## src/rtl/multicycle_control_pkg.sv

```systemverilog
// Shared types and encodings for the multi-cycle RV32I control unit.
// Opcodes, ALU codes and datapath mux selects used by the FSM and ALU decoder.
package multicycle_control_pkg;

    typedef enum logic [3:0] {
        S_IDLE,
        S_FETCH,
        S_DECODE,
        S_MEMADR,
        S_MEMREAD,
        S_MEMWB,
        S_MEMWRITE,
        S_EXECR,
        S_EXECI,
        S_ALUWB,
        S_BRANCH,
        S_JAL,
        S_TRAP
    } state_t;

    typedef enum logic [1:0] {
        ALUOP_ADD,
        ALUOP_SUB,
        ALUOP_FUNCT
    } alu_op_t;

    localparam logic [6:0] OPCODE_LOAD   = 7'b0000011;
    localparam logic [6:0] OPCODE_STORE  = 7'b0100011;
    localparam logic [6:0] OPCODE_R      = 7'b0110011;
    localparam logic [6:0] OPCODE_IALU   = 7'b0010011;
    localparam logic [6:0] OPCODE_BRANCH = 7'b1100011;
    localparam logic [6:0] OPCODE_JAL    = 7'b1101111;

    localparam logic [2:0] F3_ADD = 3'b000;
    localparam logic [2:0] F3_SLT = 3'b010;
    localparam logic [2:0] F3_OR  = 3'b110;
    localparam logic [2:0] F3_AND = 3'b111;
    localparam logic [2:0] F3_BEQ = 3'b000;
    localparam logic [2:0] F3_BNE = 3'b001;

    localparam logic [2:0] ALU_ADD = 3'b000;
    localparam logic [2:0] ALU_SUB = 3'b001;
    localparam logic [2:0] ALU_AND = 3'b010;
    localparam logic [2:0] ALU_OR  = 3'b011;
    localparam logic [2:0] ALU_SLT = 3'b101;

    localparam logic [2:0] IMM_SRC_I = 3'd0;
    localparam logic [2:0] IMM_SRC_S = 3'd1;
    localparam logic [2:0] IMM_SRC_B = 3'd2;
    localparam logic [2:0] IMM_SRC_J = 3'd3;

    localparam logic [1:0] RESULT_SRC_ALUOUT  = 2'd0;
    localparam logic [1:0] RESULT_SRC_MEMDATA = 2'd1;
    localparam logic [1:0] RESULT_SRC_ALU     = 2'd2;

    localparam logic [1:0] ALU_SRC_A_PC    = 2'd0;
    localparam logic [1:0] ALU_SRC_A_OLDPC = 2'd1;
    localparam logic [1:0] ALU_SRC_A_RS1   = 2'd2;

    localparam logic [1:0] ALU_SRC_B_RS2  = 2'd0;
    localparam logic [1:0] ALU_SRC_B_IMM  = 2'd1;
    localparam logic [1:0] ALU_SRC_B_FOUR = 2'd2;

endpackage

```

## src/rtl/multicycle_control_alu_decoder.sv

```systemverilog
// Combinational ALU decoder: FSM-requested op or funct3/funct7 decode.
// illegal_o flags funct3 values with no supported ALU operation.
module multicycle_control_alu_decoder
    import multicycle_control_pkg::*;
#(
    parameter int ALU_CTRL_W = 3
) (
    input  alu_op_t               alu_op_i,
    input  logic [2:0]            funct3_i,
    input  logic                  op5_i,
    input  logic                  funct7_5_i,
    output logic [ALU_CTRL_W-1:0] alu_control_o,
    output logic                  illegal_o
);

    logic [2:0] funct_code;
    logic [2:0] code;

    always_comb begin
        funct_code = ALU_ADD;
        illegal_o  = 1'b0;
        case (funct3_i)
            F3_ADD:  funct_code = (op5_i && funct7_5_i) ? ALU_SUB : ALU_ADD;
            F3_SLT:  funct_code = ALU_SLT;
            F3_OR:   funct_code = ALU_OR;
            F3_AND:  funct_code = ALU_AND;
            default: illegal_o  = 1'b1;
        endcase

        case (alu_op_i)
            ALUOP_SUB:   code = ALU_SUB;
            ALUOP_FUNCT: code = funct_code;
            default:     code = ALU_ADD;
        endcase
        alu_control_o = ALU_CTRL_W'(code);
    end

endmodule

```

## src/rtl/multicycle_control.sv

```systemverilog
// Multi-cycle RV32I control FSM with memory-ready timeout and illegal-instruction trap.
// Outputs are decoded from state; pc_write additionally carries the branch-taken term.
module multicycle_control
    import multicycle_control_pkg::*;
#(
    parameter int          ALU_CTRL_W   = 3,
    parameter int unsigned MEM_WAIT_MAX = 15,
    parameter bit          ENABLE_BNE   = 1'b1,
    parameter bit          ENABLE_JAL   = 1'b1
) (
    input  logic                  clk,
    input  logic                  rst,
    input  logic [6:0]            opcode,
    input  logic [2:0]            funct3,
    input  logic [6:0]            funct7,
    input  logic                  alu_zero,
    input  logic                  mem_ready,
    output logic                  mem_req,
    output logic                  mem_write,
    output logic                  adr_src,
    output logic                  ir_write,
    output logic                  pc_write,
    output logic                  reg_write,
    output logic [1:0]            alu_src_a,
    output logic [1:0]            alu_src_b,
    output logic [1:0]            result_src,
    output logic [2:0]            imm_src,
    output logic [ALU_CTRL_W-1:0] alu_control,
    output logic                  illegal_instr,
    output logic                  bus_error
);

    localparam int unsigned CW  = (MEM_WAIT_MAX > 0) ? $clog2(MEM_WAIT_MAX + 1) : 1;
    localparam int unsigned LIM = (MEM_WAIT_MAX > 0) ? MEM_WAIT_MAX - 1 : 0;
    localparam logic [CW-1:0] WAIT_LIMIT = CW'(LIM);

    state_t          state_q, state_d;
    logic [CW-1:0]   wait_q, wait_d;
    logic            illegal_q, illegal_d;
    logic            bus_q, bus_d;
    alu_op_t         alu_op;
    logic            funct_illegal;
    logic            decode_ok;
    logic            mem_state;
    logic            timeout;
    logic            taken;

    multicycle_control_alu_decoder #(.ALU_CTRL_W(ALU_CTRL_W)) u_alu_dec (
        .alu_op_i      (alu_op),
        .funct3_i      (funct3),
        .op5_i         (opcode[5]),
        .funct7_5_i    (funct7[5]),
        .alu_control_o (alu_control),
        .illegal_o     (funct_illegal)
    );

    // All legality is settled in S_DECODE so execute states never see a bad funct.
    always_comb begin
        case (opcode)
            OPCODE_LOAD,
            OPCODE_STORE:  decode_ok = 1'b1;
            OPCODE_R:      decode_ok = !funct_illegal && (funct7 == 7'h00 || funct7 == 7'h20);
            OPCODE_IALU:   decode_ok = !funct_illegal;
            OPCODE_BRANCH: decode_ok = (funct3 == F3_BEQ) || (funct3 == F3_BNE && ENABLE_BNE);
            OPCODE_JAL:    decode_ok = ENABLE_JAL;
            default:       decode_ok = 1'b0;
        endcase
    end

    assign mem_state = state_q inside {S_FETCH, S_MEMREAD, S_MEMWRITE};
    assign timeout   = (MEM_WAIT_MAX != 0) && mem_state && !mem_ready && (wait_q == WAIT_LIMIT);
    assign taken     = (funct3 == F3_BEQ && alu_zero) || (funct3 == F3_BNE && !alu_zero && ENABLE_BNE);

    always_comb begin
        state_d    = state_q;
        illegal_d  = illegal_q;
        bus_d      = bus_q;
        alu_op     = ALUOP_ADD;
        mem_req    = 1'b0;
        mem_write  = 1'b0;
        adr_src    = 1'b0;
        ir_write   = 1'b0;
        pc_write   = 1'b0;
        reg_write  = 1'b0;
        alu_src_a  = ALU_SRC_A_PC;
        alu_src_b  = ALU_SRC_B_RS2;
        result_src = RESULT_SRC_ALUOUT;
        imm_src    = IMM_SRC_I;

        case (state_q)
            S_IDLE: state_d = S_FETCH;
            S_FETCH: begin
                mem_req = 1'b1;
                if (mem_ready) begin
                    ir_write   = 1'b1;
                    pc_write   = 1'b1;
                    alu_src_b  = ALU_SRC_B_FOUR;
                    result_src = RESULT_SRC_ALU;
                    state_d    = S_DECODE;
                end
            end
            S_DECODE: begin
                alu_src_a = ALU_SRC_A_OLDPC;
                alu_src_b = ALU_SRC_B_IMM;
                imm_src   = (opcode == OPCODE_JAL) ? IMM_SRC_J : IMM_SRC_B;
                if (!decode_ok) begin
                    state_d   = S_TRAP;
                    illegal_d = 1'b1;
                end else begin
                    case (opcode)
                        OPCODE_LOAD,
                        OPCODE_STORE:  state_d = S_MEMADR;
                        OPCODE_R:      state_d = S_EXECR;
                        OPCODE_IALU:   state_d = S_EXECI;
                        OPCODE_BRANCH: state_d = S_BRANCH;
                        OPCODE_JAL:    state_d = S_JAL;
                        default:       state_d = S_TRAP;
                    endcase
                end
            end
            S_MEMADR: begin
                alu_src_a = ALU_SRC_A_RS1;
                alu_src_b = ALU_SRC_B_IMM;
                imm_src   = (opcode == OPCODE_STORE) ? IMM_SRC_S : IMM_SRC_I;
                state_d   = (opcode == OPCODE_STORE) ? S_MEMWRITE : S_MEMREAD;
            end
            S_MEMREAD: begin
                mem_req = 1'b1;
                adr_src = 1'b1;
                if (mem_ready) state_d = S_MEMWB;
            end
            S_MEMWB: begin
                result_src = RESULT_SRC_MEMDATA;
                reg_write  = 1'b1;
                state_d    = S_FETCH;
            end
            S_MEMWRITE: begin
                mem_req   = 1'b1;
                mem_write = 1'b1;
                adr_src   = 1'b1;
                if (mem_ready) state_d = S_FETCH;
            end
            S_EXECR: begin
                alu_src_a = ALU_SRC_A_RS1;
                alu_src_b = ALU_SRC_B_RS2;
                alu_op    = ALUOP_FUNCT;
                state_d   = S_ALUWB;
            end
            S_EXECI: begin
                alu_src_a = ALU_SRC_A_RS1;
                alu_src_b = ALU_SRC_B_IMM;
                imm_src   = IMM_SRC_I;
                alu_op    = ALUOP_FUNCT;
                state_d   = S_ALUWB;
            end
            S_ALUWB: begin
                reg_write = 1'b1;
                state_d   = S_FETCH;
            end
            S_BRANCH: begin
                alu_src_a = ALU_SRC_A_RS1;
                alu_src_b = ALU_SRC_B_RS2;
                alu_op    = ALUOP_SUB;
                pc_write  = taken;
                state_d   = S_FETCH;
            end
            S_JAL: begin
                alu_src_a = ALU_SRC_A_OLDPC;
                alu_src_b = ALU_SRC_B_FOUR;
                pc_write  = 1'b1;
                state_d   = S_ALUWB;
            end
            S_TRAP:  state_d = S_TRAP;
            default: state_d = S_IDLE;
        endcase

        if (timeout) begin
            state_d = S_TRAP;
            bus_d   = 1'b1;
        end

        // Counter only runs while parked in a memory state; any transition clears it.
        if (state_d == state_q && mem_state)
            wait_d = (wait_q == '1) ? wait_q : wait_q + 1'b1;
        else
            wait_d = '0;
    end

    always_ff @(posedge clk or posedge rst) begin
        if (rst) begin
            state_q   <= S_IDLE;
            wait_q    <= '0;
            illegal_q <= 1'b0;
            bus_q     <= 1'b0;
        end else begin
            state_q   <= state_d;
            wait_q    <= wait_d;
            illegal_q <= illegal_d;
            bus_q     <= bus_d;
        end
    end

    assign illegal_instr = illegal_q;
    assign bus_error     = bus_q;

endmodule

```

## config.mk

```make
export PLATFORM = sky130hd
export DESIGN_NAME = multicycle_control
export DESIGN_NICKNAME = d
export VERILOG_FILES = /design/src/rtl/multicycle_control_pkg.sv /design/src/rtl/multicycle_control_alu_decoder.sv /design/src/rtl/multicycle_control.sv
export SDC_FILE = /design/constraint.sdc
export NUM_CORES = 1
export LEC_CHECK = 0
export ABC_AREA = 1
export CORE_UTILIZATION = 44
export CTS_CLUSTER_SIZE = 16
export DETAILED_ROUTE_END_ITERATION = 6
export HOLD_SLACK_MARGIN = 0.03
export PLACE_DENSITY_LB_ADDON = 0.08
export SETUP_SLACK_MARGIN = 0.1
export SLEW_MARGIN = 20
export SYNTH_ARGS = -nofsm -noshare
export SYNTH_HDL_FRONTEND = slang
export SYNTH_SLANG_ARGS = --single-unit
```

## constraint.sdc

```tcl
create_clock -name clk -period 2 [get_ports clk]
set_input_delay 0.6 -clock clk [delete_from_list [all_inputs] [get_ports clk]]
set_output_delay 0.6 -clock clk [all_outputs]
set_load 0.005 [all_outputs]
```

==> results of run 1 <==
## synthesized netlist by cell type (all sizes together), types with 2 or more instances
library cell / n
nand2: 36
inv: 34
nor2: 27
nand3: 14
dfrtp: 10
nor3: 7
o21ai: 5
a21oi: 4
ha: 4
nand4: 4
o22ai: 3
xor2: 3
buf: 2
## cell families after synthesis
group | Yosys count
and+or+nand+nor | 90
AOI/OAI and AO/OA | 17
buffers and inverters | 37
xor gates and xnor gates | 4
adders and majority gates | 4
other | 1
DFF | 10
## stage by stage
stage | cells | util | TNS [ps] | area (sq um) | hold WS, ps
2_1_floorplan | 163 | - | 0 | 1080 | 440
3_3_place_gp | 269 | 0.797 | -7380 | 1800 | 454
3_5_place_dp | 269 | 0.797 | -8420 | 1800 | 495
4_1_cts | 296 | 0.956 | -3180 | 2150 | 508
## timing repair
item                                    4_1_cts
endpoints found under the setup margin       23
pin swaps                                    24
resized for setup                           144
buffers inserted                             26
hold endpoints to repair                      0
==> results.cfg, run 1 <==
[placement]
gp_congestion = 0.893
port_buffers = 39
post-place-ws_ps = -737
dp_hpwl_mm = 2.67

[die]
std_cell_rows = 17
ioPinCount = 41
die_h_um = 51.3
die_x_um = 51.3
initial_core_util = 0.474

[synth]
syn_inst = 163
muxShareOfSynthArea = 0
yosysTopAreaCellShare = 0.234
synth_top_family_by_area = simple AND/OR/NAND/NOR gates
yosysWarnings = 0
seq_area_frac_synth = 0.234
synth_xor_area_frac = 0.0328
synth-edff-count = 0
synth-async-reset-ratio = 1.00
synth_area_sq_um = 1070
ys_types = 33
synth_nets = 188
synth_compound_area_frac = 0.108
synthTopCellsByArea = dfrtp_1, nand2_1, inv_1, nor2_1, nand3_1
yosys.area_share.simple = 0.438
yosys_register_bits = 10
synth_top_cell_by_area = dfrtp_1
synth_top_flop_cell = dfrtp_1
avgSynthCellArea_sq_um = 6.56
synth_fa_ha_area_frac = 0.0468

[outcome]
status = did not finish
firstError = [ERROR DPL-0038] Utilization greater than 100%, impossible to legalize
haltStage = global routing (5_1_grt)

[clocking]
cts_hold_buf = 0
cts_buffers = 3
clockBufferDepth = 2
htree_levels = 1
ctsRootBufferMaster = clkbuf_4
cts_sinks = 10

[sta]
postGrtWorstEndpoint = alu_control[0]
worst-ep-kind = top-level output

[global_route]
grt_max_degree = 11
==> run 2, diff against run 1 <==
--- a/config.mk
+++ b/config.mk
@@ -6,12 +6,10 @@
 export NUM_CORES = 1
 export LEC_CHECK = 0
 export ABC_AREA = 1
-export CORE_UTILIZATION = 44
-export CTS_CLUSTER_SIZE = 16
+export CORE_AREA = 2 2 63 65
 export DETAILED_ROUTE_END_ITERATION = 6
-export HOLD_SLACK_MARGIN = 0.03
-export PLACE_DENSITY_LB_ADDON = 0.08
-export SETUP_SLACK_MARGIN = 0.1
+export DIE_AREA = 0 0 65 67
+export PLACE_DENSITY_LB_ADDON = 0.15
 export SLEW_MARGIN = 20
 export SYNTH_ARGS = -nofsm -noshare
 export SYNTH_HDL_FRONTEND = slang
==> results.cfg, run 2 <==
[pwr]
combPwrFrac = 0.784
p_clk_frac = 0.087
ir_worst_vdd_v = 0.000502
power.leakage_nw = 1.28
power_mw = 2.38
power_per_cell_area_nw_per_um2 = 999
seqPwrFrac = 0.129
switching_power_mw = 0.977
switching_share = 0.411
p_int_mw = 1.40

[synth]
avgSynthCellArea_sq_um = 6.56
synthTopCellsByArea = dfrtp_1, nand2_1, inv_1, nor2_1, nand3_1
seq_area_frac_synth = 0.234
synth_top_cell_by_area = dfrtp_1
yosysMostFrequentCell = nand2_1
synth-edff-count = 0
yosysWarnings = 0
synth_nets = 188
synth_area_sq_um = 1070
synth.top_cells.by_count = nand2_1, inv_1, nor2_1
ys_types = 33
synth-async-reset-ratio = 1.00
synth_top_flop_cell = dfrtp_1
syn_inst = 163
yosysTopAreaCellShare = 0.234
yosys_register_bits = 10

[sta]
holdWs_ps = 465
clock-skew-final_ps = 0.456
max_freq_mhz = 432
rsz0062_at_grt = true
drv_slew = 0
setup_viol = 21
fin_crit_ps = 2310
timing.final.ws_setup_ps = -315
hold_viol = 0
timing.final.crit_share = 1.16

[clocking]
cts_buffers = 3
ctsRootBufferMaster = clkbuf_8
cts_sinks = 10
htree_levels = 1
clkLatencyLatePin_ps = 230
path_clk_slew_ps = 50
clockBufferDepth = 2
cts_hold_buf = 0
tritoncts = yes

[global_route]
grt_pass1_vias = 1505
grt_usage = 0.185
grt_pass1_wl_mm = 6.30
antenna_found_initial = 0
grt_max_degree = 11
grt_overflow = 0

[critical_path]
arrival_ps = 1710
path_class = flop to primary output
cp_max_fo = 4
critPathLaunchType = flop
crit_required_ps = 1400
critical-path-slowest-cell = dfrtp_1
crit_path_max_incr_delay_ps = 410
crit_chain = nor2_2, inv_2, nor2_2, a21oi_2, buf_4, inv_2, ha_4, inv_2, nor4_2, buf_2
crit_top_cell = inv_2
end_kind = primary output

[route]
ant_nets = 0
wl_mm = 4.14
drc_errors = 0
vias = 1494
drtIter0Drc = 39
drt_first_pass_iters = 5
routedWlPerCell_um = 12.4
vias_per_cell = 4.49

[die]
die_h_um = 67
coreArea_sq_um = 3610
die_x_um = 65
initial_core_util = 0.296
ioPinCount = 41
std_cell_rows = 22
die_area_sq_um = 4360

[run]
cap_violations = 0

[final_layout]
finish.utilization = 0.660
layout_common_cells = buf_4, nand2_1, inv_1, inv_2, nand2_2
area_growth_pct = 123
fin_nets = 312
drive_above_1_share = 0.625
layout_commonest_cell = buf_4
instances_no_fill = 333
num_antenna_cells = 0
top_regs = state_q (4), wait_q (4)

[worst_hold_path]
min_path_type = flop to flop

[outcome]
status = finished, violations left
violations = setup timing

[placement]
dp_hpwl_mm = 2.73
gp_congestion = 0.820
placed_cells = 299
port_buffers = 39
==> run 2: cell counts after synthesis <==
No cell type changed its count.
==> run 2: worst paths after layout <==
kind                                  end  depth (start not counted)          start  slack, ps
hold reg to reg             illegal_instr                          2  illegal_instr        460
max in group asynchronous      state_q[0]                          2            rst       1030
setup / recovery           alu_control[1]                         10     state_q[1]       -310
setup reg to reg               state_q[1]                         15     state_q[3]       -230
min in group asynchronous   illegal_instr                          2            rst        650
hold / removal              illegal_instr                          2  illegal_instr        460
==> run 2: per-layer routing <==
metal	share of wire	global-route usage	vias to the layer above	routed length (um)
li1	-	-	759	-
met2	0.55	0.363	30	2270
met3	0.027	0.0186	4	112
met4	0.0077	0.0612	0	32
met5	0	0	-	0
met1	0.42	0.204	701	1720
==> run 2: layout make-up <==
class	count	area, sq um
well taps	48	60.1
flip-flops and latches	10	254
inverters	35	144
fillers	280	1230
clock buffers	3	41.3
repair buffers	121	986
multi-input cells	116	893
==> run 2: timing repair <==
action,in CTS,in global routing
setup endpoints to repair,22,24
buffers inserted,24,11
gates resized for setup,122,35
pin swaps,20,15
==> run 2: kinds of logic (layout without fill, tap and decap cells) <==
group / Yosys count / count (layout) / synth area share
buffers and inverters: 37 / 159 / 0.137
AOI/OAI and AO/OA: 17 / 17 / 0.108
xor gates and xnor gates: 4 / 4 / 0.0328
DFF: 10 / 10 / 0.234
adders and majority gates: 4 / 4 / 0.0468
and+or+nand+nor: 90 / 90 / 0.438
other: 1 / 1 / 0.00351
==> run 2: worst max-delay path: cells and delay by family (launching register included) <==
family / cells / cell delay, ps
flip-flops: 1 / 410
AO/OA/AOI/OAI: 1 / 70
buffers and inverters: 5 / 450
adder cells (fa/ha/maj): 1 / 140
AND/OR/NAND/NOR: 3 / 400
==> run 2: power groups by stage <==
stage          Sequential (mW)  Combinational (mW)  Clock (mW)
2_1_floorplan            0.299               0.597           0
3_3_place_gp             0.299                1.31           0
3_5_place_dp             0.301                1.33           0
4_1_cts                  0.302                1.64       0.209
5_1_grt                  0.310                2.00       0.222
6_report                 0.307                1.86       0.207
==> run 2: stage by stage <==
stage	area [sq um]	setup slack [ps]	TNS, ps
floorplan	1080	19.2	0
global placement	1900	-667	-7920
detailed placement	1900	-706	-8590
CTS	2190	-340	-3900
global route	2380	-415	-5540
finish	2380	-315	-4060
(Power assumes the default switching activity.)
==> run 3, diff against run 2 <==
--- a/config.mk
+++ b/config.mk
@@ -9,8 +9,9 @@
 export CORE_AREA = 2 2 63 65
 export DETAILED_ROUTE_END_ITERATION = 6
 export DIE_AREA = 0 0 65 67
+export GPL_TIMING_DRIVEN = 0
 export PLACE_DENSITY_LB_ADDON = 0.15
-export SLEW_MARGIN = 20
+export SLEW_MARGIN = 10
 export SYNTH_ARGS = -nofsm -noshare
 export SYNTH_HDL_FRONTEND = slang
 export SYNTH_SLANG_ARGS = --single-unit
==> results.cfg, run 3 (synthesis results as in run 2) <==
[critical_path]
regToRegSetupSlack_ps = -170
critPathLaunchType = flop
r2r-end = state_q[1]
crit_required_ps = 1400
reg2reg_depth = 14
cp_max_fo = 4
path_class = flop to primary output
end_kind = primary output
arrival_ps = 1670
regToRegStartpoint = state_q[2]

[global_route]
grt_overflow = 0
grt-busiest-layer = met2
grt_max_degree = 11
grt_pass1_vias = 1331
grt_usage = 0.161
met2_usage = 0.309
antenna_found_initial = 0
use_met1 = 0.182
grt_util_met3 = 0.0186
grt_pass1_wl_mm = 5.50

[clocking]
htree_levels = 1
clkLatencyLatePin_ps = 230
ctsRootBufferMaster = clkbuf_8
cts_sinks = 10
clockBufferDepth = 2
path_clk_slew_ps = 50
tritoncts = yes
cts_buffers = 3

[final_layout]
drive_above_1_share = 0.534
num_antenna_cells = 0
instances_no_fill = 297
layout_common_cells = buf_4, nand2_1, inv_2, inv_1, buf_6
top_regs = state_q (4), wait_q (4)
area_growth_pct = 96.6
fin_nets = 276
n_fill_cell = 332
layout_commonest_cell = buf_4

[route]
vias_per_cell = 4.58
wl_mm = 3.52
vias = 1360
routedWlPerCell_um = 11.9
drt_first_pass_iters = 4
ant_nets = 0
drc_errors = 0
drtIter0Drc = 19

[sta]
max_freq_mhz = 440
rsz0062_at_grt = true
setup_viol = 19
timing.final.ws_setup_ps = -274
clock-skew-final_ps = 0.497
fin_crit_ps = 2270
drv_slew = 0
hold_viol = 0
timing.final.crit_share = 1.14

[placement]
gp_congestion = 0.892
port_buffers = 39
dp_hpwl_mm = 2.27
placed_cells = 250

[run]
cap_violations = 0

[die]
coreArea_sq_um = 3610
std_cell_rows = 22
initial_core_util = 0.296
die_x_um = 65
die_area_sq_um = 4360
die_h_um = 67
ioPinCount = 41

[pwr]
ir_worst_vdd_v = 0.000533
power_per_cell_area_nw_per_um2 = 1030
power_mw = 2.16
power.leakage_nw = 1.10

[outcome]
violations = setup timing
status = finished, violations left

[worst_hold_path]
worstHoldPathCells = 2
hold_end = bus_error
min_from = bus_error
min_path_type = flop to flop
run 3: changes by cell type in the layout (fill, tap and decap cells not counted), moves of 3 or more:
cell             before  now
clkdlybuf4s15_2       3    0
nand2_2              14   10
o21ai_2               3    0
o21ai_1               1    4
buf_4                69   33
nor2_4                5    9
clkbuf_2              0    4
nor2_2                8    4
dlygate4sd2_1        12    9
buf_2                12    9
run 3: how the worst max path moves through the flow:
| stage | start | endpoint | cells after the start |
|---|---|---|---|
| final | state_q[0] | alu_control[1] | 9 |
| after global placement | mem_ready | pc_write | 6 |
| after floorplan | state_q[0] | alu_control[1] | 6 |
| after detailed placement | mem_ready | pc_write | 6 |
| after CTS | state_q[0] | alu_control[1] | 9 |
| after global routing | state_q[0] | alu_control[1] | 9 |
run 3: where the power goes:
part	switching, mW	internal [mW]	leakage [nW]
Sequential	0.0730	0.251	0.120
Combinational	0.800	0.832	0.960
Clock	0.0735	0.131	0.0216
run 3: worst max-delay path, cell delays in order, from the launching register on:
cell and delay (ps):
dfrtp_2 460, nor2_4 140, inv_2 60, nor2_4 90, a21oi_4 50, inv_2 70, ha_4 130, inv_2 40
nor4_2 240, buf_2 150
run 3: cell type report:
type | count | area (sq um) | area share
buffer | 2 | 18.8 | 0.00893
clock buffer | 3 | 41.3 | 0.0197
inverter | 35 | 146 | 0.0697
multi-input combinational | 116 | 865 | 0.412
sequential | 10 | 254 | 0.121
tap | 48 | 60.1 | 0.0286
timing repair buffer | 83 | 716 | 0.341
run 3: stage by stage:
stage,cell area (sq um),worst slack (ps),TNS (ps),hold slack (ps),utilization
4_1_cts,1910,-301,-1430,476,0.530
2_1_floorplan,1080,19.2,0,440,-
3_5_place_dp,1530,-936,-8120,451,0.424
5_1_grt,2100,-341,-3650,491,0.583
3_3_place_gp,1530,-948,-7760,453,0.424
6_report,2100,-274,-2210,471,0.583
run 3: what timing repair did:
action                                  4_1_cts  5_1_grt
endpoints found under the setup margin       21       21
gates resized for setup                     118       38
hold buffers                                  0        0
pin swaps                                    29       16
setup buffers                                31       13
run 3: routing by layer:
layer  routed length, um  part of all wire  vias to the layer above
met5                   0                 0                        -
met4                  29            0.0082                        0
met3                 110             0.031                        6
met2                1960              0.56                       29
met1                1420              0.40                      638
li1                    -                 -                      687
